===== src/rtl/qsch.sv =====
// Per-port queue scheduler: picks one MB queue per transmission, pops its head,
// issues the metadata to the transmit engine and waits for completion.
module qsch #(
  parameter logic [15:0] TICK_CYCLES = 16'd125,
  parameter logic [15:0] TOKEN_INC   = 16'd125,
  parameter logic [15:0] BUCKET_MAX  = 16'd3000,
  parameter logic [15:0] TX_TIMEOUT  = 16'd4096
) (
  input  logic        clk,
  input  logic        rst_n,
  input  logic        in_qsch_time_slot_flag,
  input  logic [3:0]  in_qsch_q_empty,
  input  logic [8:0]  in_qsch_q0_md,
  input  logic [8:0]  in_qsch_q1_md,
  input  logic [19:0] in_qsch_q2_md,
  input  logic [8:0]  in_qsch_q3_md,
  input  logic        in_qsch_tx_done,
  output logic [3:0]  out_qsch_q_rd,
  output logic [8:0]  out_qsch_md,
  output logic        out_qsch_md_wr,
  output logic [1:0]  out_qsch_qid,
  output logic        out_qsch_busy,
  output logic        out_qsch_timeout,
  output logic [15:0] out_qsch_tokens
);

  // state     | meaning
  // S_IDLE    | evaluate eligible queues each cycle
  // S_ISSUE   | pop winner, emit md, charge q2 tokens
  // S_WAIT    | wait for tx_done or timeout
  typedef enum logic [1:0] {S_IDLE, S_ISSUE, S_WAIT} state_t;

  state_t      state_q, state_d;
  logic [1:0]  sel_id_q, sel_id_d;
  logic [8:0]  md_q, md_d;
  logic [10:0] len_q, len_d;
  logic [15:0] tick_cnt_q, tick_cnt_d;
  logic [15:0] to_cnt_q, to_cnt_d;
  logic [15:0] tokens_q, tokens_d;

  logic        tsn_ok, q2_ok, q3_ok, win_any;
  logic [1:0]  win_id;
  logic [8:0]  win_md;
  logic [10:0] q2_len;
  logic        tick, to_hit;
  logic [16:0] sum17, consume17, diff17;

  assign q2_len = in_qsch_q2_md[19:9];
  assign tsn_ok = in_qsch_time_slot_flag ? ~in_qsch_q_empty[0] : ~in_qsch_q_empty[1];
  assign q2_ok  = ~in_qsch_q_empty[2] &&
                  ((q2_len == 11'd0) || (tokens_q >= {5'd0, q2_len}));
  assign q3_ok  = ~in_qsch_q_empty[3];
  assign win_any = tsn_ok || q2_ok || q3_ok;

  always_comb begin
    win_id = 2'd3;
    win_md = in_qsch_q3_md;
    if (tsn_ok) begin
      win_id = in_qsch_time_slot_flag ? 2'd0 : 2'd1;
      win_md = in_qsch_time_slot_flag ? in_qsch_q0_md : in_qsch_q1_md;
    end else if (q2_ok) begin
      win_id = 2'd2;
      win_md = in_qsch_q2_md[8:0];
    end
  end

  assign tick   = (tick_cnt_q == TICK_CYCLES - 16'd1);
  assign to_hit = (state_q == S_WAIT) && (to_cnt_q == TX_TIMEOUT - 16'd1);

  always_ff @(posedge clk) begin
    if (!rst_n) state_q <= S_IDLE;
    else        state_q <= state_d;
  end

  always_comb begin
    state_d = state_q;
    case (state_q)
      S_IDLE:  if (win_any) state_d = S_ISSUE;
      S_ISSUE: state_d = S_WAIT;
      S_WAIT:  if (in_qsch_tx_done || to_hit) state_d = S_IDLE;
      default: state_d = S_IDLE;
    endcase
  end

  always_comb begin
    out_qsch_q_rd    = 4'b0000;
    out_qsch_md_wr   = 1'b0;
    out_qsch_busy    = (state_q != S_IDLE);
    out_qsch_timeout = to_hit && !in_qsch_tx_done;
    if (state_q == S_ISSUE) begin
      out_qsch_q_rd  = 4'b0001 << sel_id_q;
      out_qsch_md_wr = 1'b1;
    end
  end

  assign out_qsch_md     = md_q;
  assign out_qsch_qid    = sel_id_q;
  assign out_qsch_tokens = tokens_q;

  // Winner latch, tick/timeout counters and token bucket.
  always_comb begin
    sel_id_d   = sel_id_q;
    md_d       = md_q;
    len_d      = len_q;
    if (state_q == S_IDLE && win_any) begin
      sel_id_d = win_id;
      md_d     = win_md;
      len_d    = (win_id == 2'd2) ? q2_len : 11'd0;
    end
    tick_cnt_d = tick ? 16'd0 : tick_cnt_q + 16'd1;
    to_cnt_d   = (state_q == S_WAIT) ? to_cnt_q + 16'd1 : 16'd0;

    sum17     = {1'b0, tokens_q} + (tick ? {1'b0, TOKEN_INC} : 17'd0);
    consume17 = (state_q == S_ISSUE && sel_id_q == 2'd2) ? {6'd0, len_q} : 17'd0;
    diff17    = (sum17 < consume17) ? 17'd0 : sum17 - consume17;
    tokens_d  = (diff17 > {1'b0, BUCKET_MAX}) ? BUCKET_MAX : diff17[15:0];
  end

  always_ff @(posedge clk) begin
    if (!rst_n) begin
      sel_id_q   <= 2'd0;
      md_q       <= 9'd0;
      len_q      <= 11'd0;
      tick_cnt_q <= 16'd0;
      to_cnt_q   <= 16'd0;
      tokens_q   <= BUCKET_MAX;
    end else begin
      sel_id_q   <= sel_id_d;
      md_q       <= md_d;
      len_q      <= len_d;
      tick_cnt_q <= tick_cnt_d;
      to_cnt_q   <= to_cnt_d;
      tokens_q   <= tokens_d;
    end
  end

endmodule


===== config.mk =====
export PLATFORM = sky130hd
export DESIGN_NAME = qsch
export DESIGN_NICKNAME = d
export VERILOG_FILES = /design/src/rtl/qsch.sv
export SDC_FILE = /design/constraint.sdc
export NUM_CORES = 1
export LEC_CHECK = 0
export ABC_CLOCK_PERIOD_IN_PS = 9590
export BUFFER_PORTS_ARGS = -buffer_cell sky130_fd_sc_hd__clkbuf_2
export CAP_MARGIN = 10
export CORE_ASPECT_RATIO = 0.75
export CORE_MARGIN = 2
export CORE_UTILIZATION = 44
export CTS_CLUSTER_SIZE = 24
export DETAILED_ROUTE_END_ITERATION = 10
export PLACE_DENSITY_LB_ADDON = 0.1
export RECOVER_POWER = 25
export SETUP_SLACK_MARGIN = 0.3
export SLEW_MARGIN = 15
export SYNTH_ARGS = -nofsm -noshare
export SYNTH_HDL_FRONTEND = slang
export SYNTH_SLANG_ARGS = --single-unit

===== constraint.sdc =====
create_clock -name clk -period 9.59 [get_ports clk]
set_input_delay 0.4795 -clock clk [delete_from_list [all_inputs] [get_ports clk]]
set_output_delay 0.4795 -clock clk [all_outputs]
set_load 0.02 [all_outputs]

* After elaboration in Yosys (flattened, before gate mapping) *
Index checks and enable logic that the tools add are counted.

cells by class
  multipliers = 0
  reduce and logical (&&, ||, !) cells = 17
  div/mod/pow operators = 0
  shifts and indexed selects = 1
  $lt $le $gt $ge = 3
  bitwise operators = 5
  muxes and demuxes = 16
  equal/unequal tests = 8
  add/sub/neg operators = 4

operators by type and width
  operator                                                          number
  adder 16 x 1 -> 16 bit (second input constant)                    2
  two-way mux 9 bit                                                 3
  two-way mux 11 bit                                                2
  adder 16 x 7 -> 17 bit                                            1
  greater-than comparator 17 x 12 -> 1 bit (second input constant)  1
  < comparator 17 x 11 -> 1 bit                                     1
  two-way mux 17 bit                                                1
  subtractor 17 x 11 -> 17 bit                                      1
  == test 16 x 12 -> 1 bit (second input constant)                  1
  == test 16 x 7 -> 1 bit (second input constant)                   1
  greater-or-equal comparator 16 x 11 -> 1 bit                      1
  logical NOT 11 bit                                                1
  two-way mux 7 bit                                                 1
  == test 2 bit (second input constant)                             3
  two-way mux 2 bit                                                 3
  case mux 2 bit (3 select lines)                                   1
  logical AND 1 bit                                                 5
  NOT 1 bit                                                         5
  logical OR 1 bit                                                  4
  two-way mux 1 bit                                                 4
  two-way mux 4 bit                                                 1
  AND reduction 2 bit                                               2
  OR reduction 2 bit                                                2
  << shifter 1 x 2 -> 4 bit (first input constant)                  1
  other kinds (6)                                                   6

storage, ports and cells
  input port bits = 55
  output and inout port bits = 34
  ROM bits = 0
  memories = 0
  logic and storage cells = 61
  bits in writable memories = 0
  latch bits = 0
  flip-flop bits (word level) = 72

* Longest topological paths before layout *
  depth after elaboration = 7
  depth in mapped cells = 22
  depth with buffers taken out = 21

* Worst setup path after synthesis *
OpenSTA, ideal clock, no wires.

  path kind = flip-flop to flip-flop
  start = register tick_cnt_q[0]
  end = register tokens_q[8] (netlist: out_qsch_tokens[8])
  path slack = 5.159 ns
  library setup time = 0.114 ns
  arrival = 4.317 ns
  period minus slack after synthesis = 4.431 ns
  cell stages (with the launch flop) = 22
  path buffers = 1
  data required time = 9.476 ns
  cell sequence = dfxtp_1 -> inv_1 -> ha_1 -> nor4b_1 -> nand4_1 -> inv_1 -> ha_1 -> and3_1 -> a2111o_1 -> and2_1 -> nand2_1 -> xnor2_1 -> ha_1 -> buf_2 -> nand4_1 -> nor2_1 -> a2111oi_4 -> nand2_1 -> and3_2 -> or3_4 -> a21o_2 -> a21o_1

between the ends
  cells in the longest elaborated chain, start to end = 7
  elaborated cells between the ends (all ways) = 8
  those cells by class = add/sub: 2; order compare: 2; eq/ne: 1; mux: 2; reduce/logical: 1

RTL lines
  element                                                                        line  source
  start: declaration                                                             37    logic [15:0] tick_cnt_q, tick_cnt_d;
  start signal: assignment                                                       131   tick_cnt_q <= tick_cnt_d;
  == test 16 x 7 -> 1 bit (*)                                                    67    assign tick = (tick_cnt_q == TICK_CYCLES - 16'd1);
  two-way mux 7 bit (*)                                                          113   sum17 = {1'b0, tokens_q} + (tick ? {1'b0, TOKEN_INC} : 17'd0);
  adder 16 x 7 -> 17 bit (*)                                                     113
  subtractor 17 x 11 -> 17 bit or < comparator 17 x 11 -> 1 bit (tied branches)  115   diff17 = (sum17 < consume17) ? 17'd0 : sum17 - consume17;
  two-way mux 17 bit (*)                                                         115
  greater-than comparator 17 x 12 -> 1 bit                                       116   tokens_d = (diff17 > {1'b0, BUCKET_MAX}) ? BUCKET_MAX : diff17[15:0];
  OR reduction 2 bit (no source line)                                            -
  end signal: assignment                                                         133   tokens_q <= tokens_d;
  end: declaration                                                               39    logic [15:0] tokens_q, tokens_d;

Every way passes the cells marked *; elsewhere a longest branch is shown, timed or not.
A chain may end at the register's enable or synchronous reset.

* Worst setup path after layout *
  start = register tick_cnt_q[0]
  end = register tokens_q[3] (netlist: out_qsch_tokens[3])

The elaborated chain is that of the path after synthesis.

==> impl_metrics.ini <==
[outcome]
status = completed

[sta]
setup_viol_count_final = 0
max-slew-margin-rel = 0.108
setup-tns-final_ns = 0
slew_violations = 0
rsz0062_at_grt = no
skew_ns = 0.00682
worst_slew_pin_slew_ns = 1.34
period_needed_ns = 5.06
hold_violations = 0
fmax_ghz = 0.198
finalCritPeriodShare = 0.527

[worst_setup_path]
r2r_setup_slack_ns = 4.53
end_kind = register
required_ns = 9.80
arrival_ns = 5.26
crit_type = register to register
rr_startpoint = tick_cnt_q[0]
crit_path_max_fanout = 6
r2r_cells = 20
critPathLaunchType = register
r2r-end = out_qsch_tokens[3]
cp-endpoint = out_qsch_tokens[3]
worstSetupStartpoint = tick_cnt_q[0]

[clock_network]
cts_sinks = 72
cts_setup_buffers = 0
cts_tree = built
cts_max_path_buffers = 2
clkTransAtPathRegs_ns = 0.06
cts_buffers = 9
h-tree-depth = 3
postCtsHoldBufs = 0
cts_resized = 0
cts_root_buf = clkbuf_16
clkLatencyLatePin_ns = 0.34

[power_and_ir_drop]
power.density_nw_per_um2 = 137
ir_drop_v = 0.000100
p_comb_frac = 0.130
totalPowerFinal_uw = 727
power_switching_uw = 206
sequentialPowerShare = 0.439
intPower_uw = 521
switching_share = 0.283
power_leakage_nw = 2.23
clkPwrFrac = 0.430

[logic_synthesis]
ys_seq_area_frac = 0.321
yosys.cell_types.count = 61
yosysTopAreaCellShare = 0.321
yosys.area.top_type = dfxtp_1
yosysMostFrequentCell = dfxtp_1
synthXorXnorAreaFrac = 0.0971
synth_area_um2 = 4500
synth-seq-cells = 72
yosys.area_share.adder = 0.0935
synth_flop_cell = dfxtp_1
synth_area_leaders = dfxtp_1 (32%), ha_1 (8.9%), nand2_1 (4.9%)
synth_mux_area_frac = 0.0223
synthArstFlopShare = 0
yosys.area_share.simple = 0.223
synth_edf_count = 0
synthTopCellsByCount = dfxtp_1 (72), nand2_1 (59), nor2_1 (54), ha_1 (32), inv_1 (27)
avgSynthCellArea_um2 = 8.37
synthCells = 537
synth_compound_area_frac = 0.203
synth_top_family_by_area = simple AND/OR/NAND/NOR gates
synth_warnings = 0

[die]
start_util = 0.458
die-area_um2 = 11100
die_h_um = 91.5
core_area_um2 = 9810
std_cell_rows = 31
io_pins = 89
die-width_um = 121

[route]
routed-via-count = 4169
drt_iter0_markers = 229
post-route-drc-count = 0
routed_wl_um = 11800
drt-pass1-iter-count = 4
viasPerCell = 5.49
wl_per_cell_um = 15.5
ant_nets = 0

[finish]
synthToLayoutAreaGrowth_pct = 18.3
diodes = 0
regArea_um2 = 1440
fill_cells = 917
multi_input_area_um2 = 2900
num-nets-final = 711
drive_gt1_frac = 0.170
postLayoutCoreUtil = 0.542

[grt]
track_usage = 0.224
antenna_found_initial = 0
grt_pass1_wl_um = 19500
grt_max_degree = 28
grt_pass1_vias = 3929
grt.overflow.total = 0

[placement]
gp_congestion = 0.869
dp_hpwl_um = 9110
io_buffers = 88

[worst_hold_path]
hold_path_class = input pin to register

[flow_run]
max_cap_viol_count = 0
## per-layer routing
| metal | part of all wire | vias to the layer above | GRT usage |
|---|---|---|---|
| met5 | 0 | - | 0 |
| met4 | 0.010 | 0 | 0.0601 |
| met3 | 0.069 | 8 | 0.0697 |
| met2 | 0.42 | 118 | 0.315 |
| met1 | 0.50 | 1949 | 0.326 |
| li1 | - | 2094 | - |
## stage by stage
step / worst slack [ns] / cell area (µm²) / hold WS, ns / std cells
floorplan: 5.16 / 4510 / 0.418 / 540
global placement: 4.89 / 5070 / 0.433 / 744
detailed placement: 4.62 / 5070 / 0.439 / 744
CTS: 4.61 / 5350 / 0.373 / 760
global route: 4.22 / 5320 / 0.381 / 760
finish: 4.53 / 5320 / 0.387 / 760
## layout by cell type, fill, tap and decap left out, types with 4 or more instances in the layout
| master | synthesis | routed |
|---|---|---|
| dfxtp_1 | 72 | 72 |
| clkbuf_2 | 0 | 67 |
| nand2_1 | 59 | 59 |
| nor2_1 | 54 | 54 |
| ha_1 | 32 | 32 |
| inv_1 | 27 | 27 |
| a21oi_1 | 25 | 25 |
| xor2_1 | 24 | 24 |
| xnor2_1 | 24 | 24 |
| clkbuf_1 | 15 | 21 |
| nand3_1 | 15 | 15 |
| o21ai_0 | 14 | 14 |
| nor3_1 | 13 | 13 |
| a211oi_1 | 11 | 11 |
| o21a_1 | 11 | 11 |
| a32o_1 | 11 | 11 |
| and3_1 | 10 | 10 |
| o22ai_1 | 10 | 10 |
| mux2i_1 | 10 | 10 |
| clkbuf_16 | 0 | 9 |
| a21o_1 | 8 | 8 |
| nand4_1 | 8 | 8 |
| nand2b_1 | 7 | 7 |
| o2111ai_1 | 7 | 7 |
| and4_1 | 5 | 5 |
| nor4_1 | 5 | 5 |
| nor3b_1 | 4 | 4 |
| a31oi_1 | 4 | 4 |
| conb_1 | 1 | 4 |
| buf_4 | 0 | 4 |
## power groups by stage
stage / Sequential (mW) / Clock, mW / Combinational [mW]
final: 0.320 / 0.313 / 0.0948
after floorplan: 0.333 / 0 / 0.0513
after global routing: 0.321 / 0.335 / 0.106
after global placement: 0.326 / 0 / 0.0953
after detailed placement: 0.326 / 0 / 0.0970
after CTS: 0.320 / 0.319 / 0.0971
## flip-flops by register name (all words and copies together) (netlist names)
name,count
out_qsch_qid,2
len_q,11
tick_cnt_q,16
out_qsch_md,9
to_cnt_q,16
state_q,2
out_qsch_tokens,16
## logic make-up after synthesis
logic type	Yosys count
buffers and inverters	47
xor gates and xnor gates	49
and+or+nand+nor	202
muxes	10
DFF	72
other	1
AOI/OAI and AO/OA	123
adders and majority gates	33
## worst max-delay path, cell delays in order, from the launching register on
cell and delay [ns]:
dfxtp_1 0.34, inv_1 0.07, ha_1 0.13, nor4b_1 0.26
nand4_1 0.19, inv_1 0.23, ha_1 0.34, and3_1 0.22
a2111o_1 0.46, and2_1 0.22, nand4_1 0.11, xnor2_1 0.08
ha_1 0.40, nand4_1 0.18, nor2_1 0.10, a2111oi_4 0.38
nand2_1 0.16, and3_2 0.25, or3_4 0.40, a21oi_2 0.26
o21ai_0 0.14
## worst min-delay path by stage
stage                            from     endpoint  slack (ns)  depth (start not counted)
global route        in_qsch_q2_md[11]     len_q[2]        0.38                          2
global placement          to_cnt_q[0]  to_cnt_q[0]        0.43                          1
finish              in_qsch_q2_md[11]     len_q[2]        0.39                          2
detailed placement        to_cnt_q[0]  to_cnt_q[0]        0.44                          1
floorplan                 to_cnt_q[0]  to_cnt_q[0]        0.42                          1
CTS                 in_qsch_q2_md[11]     len_q[2]        0.37                          2
## final cells by class
class                      count  area share
clock inverter                 7     0.00870
timing repair buffer          92      0.0835
clock buffer                   9      0.0423
multi-input combinational    421       0.544
tap                          132      0.0310
sequential                    72       0.271
inverter                      27      0.0190
Note: power is estimated with default switching activity, not from simulation.
